<file path="config.mk">
export PLATFORM = sky130hd
export DESIGN_NAME = seven_seg_scan
export DESIGN_NICKNAME = d
export VERILOG_FILES = /design/src/rtl/seven_seg_scan.sv
export SDC_FILE = /design/constraint.sdc
export NUM_CORES = 1
export LEC_CHECK = 0
export CAP_MARGIN = 25
export CORE_UTILIZATION = 35
export DETAILED_ROUTE_END_ITERATION = 8
export MAX_ROUTING_LAYER = met4
export SKIP_LAST_GASP = 1
export SYNTH_ARGS = -nofsm -noshare
export SYNTH_HDL_FRONTEND = slang
export SYNTH_SLANG_ARGS = --single-unit
export TNS_END_PERCENT = 10
</file>
<file path="constraint.sdc">
create_clock -name clk -period 2 [get_ports clk]
set_input_delay 0.2 -clock clk [delete_from_list [all_inputs] [get_ports clk]]
set_output_delay 0.2 -clock clk [all_outputs]
set_load 0.05 [all_outputs]
</file>
<file path="src/rtl/seven_seg_scan.sv">
// Four-digit common-anode seven-segment scanner with per-frame input snapshot,
// per-slot anti-ghosting guard, per-digit blank/blink/dp, registered active-low pins.
module seven_seg_scan #(
  parameter int unsigned DIGIT_TICKS  = 100000,
  parameter int unsigned GUARD        = 4,
  parameter int unsigned BLINK_FRAMES = 125
) (
  input  logic        clk,
  input  logic        rst,
  input  logic [15:0] digits,
  input  logic [3:0]  blank,
  input  logic [3:0]  blink_en,
  input  logic [3:0]  dp,
  output logic [6:0]  seg,
  output logic        dp_n,
  output logic [3:0]  an,
  output logic        frame_start
);

  localparam int unsigned TW = (DIGIT_TICKS > 1) ? $clog2(DIGIT_TICKS) : 1;
  localparam int unsigned FW = (BLINK_FRAMES > 1) ? $clog2(BLINK_FRAMES) : 1;
  localparam logic [TW-1:0] TICK_LAST = TW'(DIGIT_TICKS - 1);
  localparam logic [TW-1:0] GUARD_T   = TW'(GUARD);
  localparam logic [FW-1:0] FC_LAST   = FW'(BLINK_FRAMES - 1);

  logic [TW-1:0] tick;
  logic [1:0]    idx;
  logic [FW-1:0] frame_cnt;
  logic          phase;
  logic          load_flag;
  logic [15:0]   sh_digits;
  logic [3:0]    sh_blank;
  logic [3:0]    sh_blink;
  logic [3:0]    sh_dp;

  logic          wrap;
  logic          boundary;
  logic          load;
  logic          dark;
  logic [3:0]    nibble;
  logic [6:0]    seg_dec;
  logic [3:0]    an_dec;

  always_comb begin
    wrap     = (tick == TICK_LAST);
    boundary = wrap && (idx == 2'd3);
    load     = load_flag || boundary;
    nibble   = sh_digits[{idx, 2'b00} +: 4];
    dark     = (tick < GUARD_T) || sh_blank[idx] || (sh_blink[idx] && phase);
    an_dec   = ~(4'b0001 << idx);
    seg_dec  = 7'h7F;
    case (nibble)
      4'h0: seg_dec = 7'b1000000;
      4'h1: seg_dec = 7'b1111001;
      4'h2: seg_dec = 7'b0100100;
      4'h3: seg_dec = 7'b0110000;
      4'h4: seg_dec = 7'b0011001;
      4'h5: seg_dec = 7'b0010010;
      4'h6: seg_dec = 7'b0000010;
      4'h7: seg_dec = 7'b1111000;
      4'h8: seg_dec = 7'b0000000;
      4'h9: seg_dec = 7'b0010000;
      4'hA: seg_dec = 7'b0001000;
      4'hB: seg_dec = 7'b0000011;
      4'hC: seg_dec = 7'b1000110;
      4'hD: seg_dec = 7'b0100001;
      4'hE: seg_dec = 7'b0000110;
      4'hF: seg_dec = 7'b0001110;
      default: seg_dec = 7'h7F;
    endcase
  end

  always_ff @(posedge clk) begin
    if (rst) begin
      tick        <= '0;
      idx         <= '0;
      frame_cnt   <= '0;
      phase       <= 1'b0;
      load_flag   <= 1'b1;
      sh_digits   <= '0;
      sh_blank    <= '0;
      sh_blink    <= '0;
      sh_dp       <= '0;
      seg         <= '1;
      dp_n        <= 1'b1;
      an          <= '1;
      frame_start <= 1'b0;
    end else begin
      load_flag <= 1'b0;
      if (load) begin
        sh_digits <= digits;
        sh_blank  <= blank;
        sh_blink  <= blink_en;
        sh_dp     <= dp;
      end
      tick <= wrap ? '0 : tick + 1'b1;
      if (wrap) idx <= idx + 2'd1;
      // Phase flips only on a frame boundary, so a blink never splits a frame.
      if (boundary) begin
        if (frame_cnt == FC_LAST) begin
          frame_cnt <= '0;
          phase     <= ~phase;
        end else begin
          frame_cnt <= frame_cnt + 1'b1;
        end
      end
      frame_start <= load;
      if (dark) begin
        an   <= '1;
        seg  <= '1;
        dp_n <= 1'b1;
      end else begin
        an   <= an_dec;
        seg  <= seg_dec;
        dp_n <= ~sh_dp[idx];
      end
    end
  end

endmodule

</file>
==> results.txt <==
----------------------------------------------------
[Outcome]
  Run status ... finished, final reports clean

[Pwr]
  Power density normalized to cell area ... 759 nW/um^2
  Net switching component of the power ... 0.713 mW
  Int Pwr ... 2.52 mW
  Register share of total power ... 44.9%
  Part of the power in the clock network ... 46.0%
  Combinational Power Share ... 9.1%
  Standby leakage power ... 1.67 nW
  Switching fraction of total power ... 22.0%
  Largest voltage drop on the vdd net ... 0.000356 V

[Synthesis]
  Syn Std Cell Area ... 3360 sq um
  Post-Synthesis Mean Instance Area ... 9.25 sq um
  Most used standard cell by instance count after synthesis ... sky130_fd_sc_hd__nand2_1
  Most common library cells after synthesis ... sky130_fd_sc_hd__nand2_1 (70), sky130_fd_sc_hd__dfxtp_1 (69), sky130_fd_sc_hd__mux2i_1 (33), sky130_fd_sc_hd__nor2_1 (25), sky130_fd_sc_hd__inv_1 (14)
  Count of state elements after synthesis ... 69
  Part of the Yosys area used for sequential elements ... 41.1%
  Post-Synthesis Cells ... 363
  Ys flop type ... sky130_fd_sc_hd__dfxtp_1
  Top area cells in the synthesized netlist ... sky130_fd_sc_hd__dfxtp_1 (41%), sky130_fd_sc_hd__mux2i_1 (9.8%), sky130_fd_sc_hd__nand2_1 (7.8%), sky130_fd_sc_hd__ha_1 (4.8%), sky130_fd_sc_hd__mux4_2 (4.7%)
  Ys async rst share ... 0%
  Count of different cell masters after synthesis ... 44
  Count of flip-flops with a built-in enable after synthesis ... 0
  Cell type contributing the most total cell area after synthesis ... sky130_fd_sc_hd__dfxtp_1
  Synthesized Nets ... 406
  Syn. warnings ... 0
  Area share of the largest cell type after synthesis ... 41.1%

[STA]
  Worst-case hold slack ... 0.402 ns
  Number of pins exceeding their max-slew limit in the final report ... 0
  Post-layout worst setup margin ... 0.109 ns
  Setup repair after global routing missed its margin ... true
  Setup TNS ... 0 ns
  Final number of hold-violating endpoints ... 0
  Max-slew headroom at the worst pin ... 66.8%
  Final period util ... 94.6%
  Skew final ... 0.00546 ns
  Worst-Margin Slew ... 0.496 ns
  Number of failing setup endpoints in the final timing report ... 0
  Shortest clock period the worst path allows after layout ... 1.89 ns
  Max Clock Freq ... 529 MHz

[Global routing]
  Met3 track demand over resource in global routing ... 2.79%
  Initial antenna violation count ... 0
  Wire length of the first global-routing pass ... 12,300 um
  Met1 routing resource usage after global routing ... 21.4%
  Met2 track demand over resource in global routing ... 23.5%
  Overall fraction of global-route tracks in use ... 16.0%
  Via count of the first global-routing pass ... 2,614
  Pin count of the biggest net entering global routing ... 57
  Gr busiest metal ... met2
  Remaining Overflow, GRT ... 0

[Setup path]
  Classification of the worst setup path ... reg2reg
  Cell repeated most along the worst path ... sky130_fd_sc_hd__o31ai_1
  Cell with the largest stage delay on the worst path ... sky130_fd_sc_hd__or3b_2
  Reg2Reg Capture Point ... seg[0]
  Crit-path max FO ... 7
  Cell-by-cell trace of the critical path ... mux4_2 -> inv_1 -> ha_1 -> or3b_2 -> o31ai_1 -> o31ai_1
  Largest stage delay on the critical path ... 0.46 ns
  Data required time at the worst endpoint ... 2.21 ns
  Kind of end point of the critical path ... flip-flop
  Total number of cells along the worst setup path ... 6
  Startpoint class of the critical path ... flip-flop
  Worst setup slack for register-to-register paths ... 0.11 ns
  Reg2Reg Launch Point ... idx[0]
  Number of buffers and inverters on the critical path ... 1
  Cell type group with the largest total delay on the critical path ... simple AND/OR/NAND/NOR gates
  Depth of the worst register-to-register path ... 6
  Worst path arrival time ... 2.10 ns

[Final layout]
  Number of nets at the end of the flow ... 458
  Fin area ... 4260 sq um
  Total inserted antenna cells ... 0
  Share of layout cells above drive strength 1 ... 12.9%
  Area growth from synthesis to layout ... 26.9%

[Route]
  Number of DRC violations after detailed-routing iteration 0 ... 77
  Average wire per standard cell ... 12.7 um
  Total detailed-routing wirelength ... 7000 um
  Total DRC errors in the routed layout ... 0
  Detailed-router iteration count before antenna repair ... 4
  Detail Route Antenna Nets ... 0
  Post-DR vias/cell ... 4.85
  Vias after detailed routing ... 2,662

[Clock tree]
  Clock insertion delay at the later pin of the skew report ... 0.34 ns
  CTS sink count ... 69
  Library cell used as clock root buffer ... sky130_fd_sc_hd__clkbuf_8
  Clock transition time at the flip-flop clock pins of the worst setup and hold paths ... 0.08 ns
  H-tree depth ... 3
  Post-cts hold buffer count ... 0
  CTS Buf Count ... 9
  CTS tree ... done
  Maximum clock insertion buffer count ... 2

[Hold path]
  Startpoint of the worst hold path ... digits[3]
  End of the worst hold path ... sh_digits[3]
  Path class of the lowest-slack min-delay path ... in2reg
  Number of cells on the worst hold path ... 3

[Place]
  Worst slack after detailed placement ... 0.0142 ns
  GPL Wtd Cong ... 0.891
  Post-DP Area ... 3990 sq um
  Count of input and output buffers ... 42
  Estimated wirelength of the detail-placed design ... 5100 um

[Die]
  Placeable core area ... 9280 sq um
  Die height ... 99.9 um
  Top-level I/O count ... 43
  Number of standard-cell rows in the floorplan ... 35
  Initial core utilization ... 36.2%
  DIE AREA ... 9990 sq um
  Chip Width ... 99.9 um

[Flow run]
  Number of max-capacitance violations reported ... 0

----------------------------------------------------
## tightest hold or removal path: cells and delay by family
| kind | cells | cell delay [ns] |
|---|---|---|
| AND/OR/NAND/NOR | 1 | 0.06 |
| multiplexers | 1 | 0.05 |
| buffers and inverters | 1 | 0.39 |
## sequential cells by signal, summed over array words and instances, names as in the netlist
name         flops
tick            17
phase            1
sh_blank         4
dp_n             1
sh_dp            4
frame_cnt        7
load_flag        1
idx              2
sh_digits       16
frame_start      1
an               4
sh_blink         4
seg              7
## metal layers
layer | vias to the layer above | share of wire, %
met5 | - | 0
met4 | 0 | 2.4
met3 | 16 | 2.5
met2 | 49 | 43
met1 | 1231 | 52
li1 | 1366 | -
## power groups by stage
stage | Sequential (mW) | Clock (mW) | Combinational, mW
3_5_place_dp | 1.49 | 0 | 0.293
2_1_floorplan | 1.49 | 0 | 0.163
3_3_place_gp | 1.48 | 0 | 0.288
4_1_cts | 1.45 | 1.53 | 0.294
6_report | 1.45 | 1.49 | 0.295
5_1_grt | 1.46 | 1.60 | 0.324
## layout make-up
type	count	area [sq um]
multi-input combinational	261	1820
inverter	14	52.6
fill	933	5020
timing repair buffer	60	581
sequential	69	1390
clock inverter	7	138
clock buffer	9	124
tap	129	161
## worst max path at each step
stage / from / endpoint / slack (ns)
2_1_floorplan: idx[0] / seg[4] / 0.08
3_3_place_gp: idx[0] / seg[4] / 0.12
3_5_place_dp: idx[0] / seg[4] / 0.01
4_1_cts: idx[0] / seg[4] / 0.06
5_1_grt: idx[0] / seg[4] / -0.007
6_report: idx[0] / seg[0] / 0.11
## cell families after synthesis
family,Yosys count,share of synthesized area [%]
AND/OR/NAND/NOR,153,22.6
flip-flops,69,41.1
multiplexers,43,15.5
AO/OA/AOI/OAI,37,7.04
buffers and inverters,33,4.92
XOR/XNOR,15,3.91
adder cells (fa/ha/maj),13,4.85
## per-stage QoR
step           cells  total power, mW  utilization (%)
5_1_grt          549             3.39             45.9
3_5_place_dp     532             1.78             43.0
2_1_floorplan    363             1.65                -
4_1_cts          548             3.27             45.8
6_report         549             3.23             45.9
3_3_place_gp     532             1.77             43.0
## layout by cell type, fill, tap and decap left out, types with 4 or more instances in the layout
cell type,n
sky130_fd_sc_hd__clkbuf_8,9
sky130_fd_sc_hd__bufinv_16,4
sky130_fd_sc_hd__xor2_1,6
sky130_fd_sc_hd__xnor2_1,9
sky130_fd_sc_hd__buf_4,16
sky130_fd_sc_hd__clkdlybuf4s50_1,42
sky130_fd_sc_hd__nor4_1,5
sky130_fd_sc_hd__ha_1,13
sky130_fd_sc_hd__dfxtp_1,67
sky130_fd_sc_hd__mux2i_1,33
sky130_fd_sc_hd__a21oi_1,7
sky130_fd_sc_hd__nor2_1,25
sky130_fd_sc_hd__nand3_1,13
sky130_fd_sc_hd__mux4_2,7
sky130_fd_sc_hd__inv_1,14
sky130_fd_sc_hd__o21ai_0,11
sky130_fd_sc_hd__nand4_1,8
sky130_fd_sc_hd__a31oi_1,5
sky130_fd_sc_hd__nor3_1,8
sky130_fd_sc_hd__nand2_1,70
## timing repair
action	in CTS	in global routing
endpoints found under the setup margin	1	3
gates cloned	0	0
resized for setup	1	2
pin swaps	0	0
setup buffers	0	1
No activity file was read; power rests on OpenSTA's default activity.
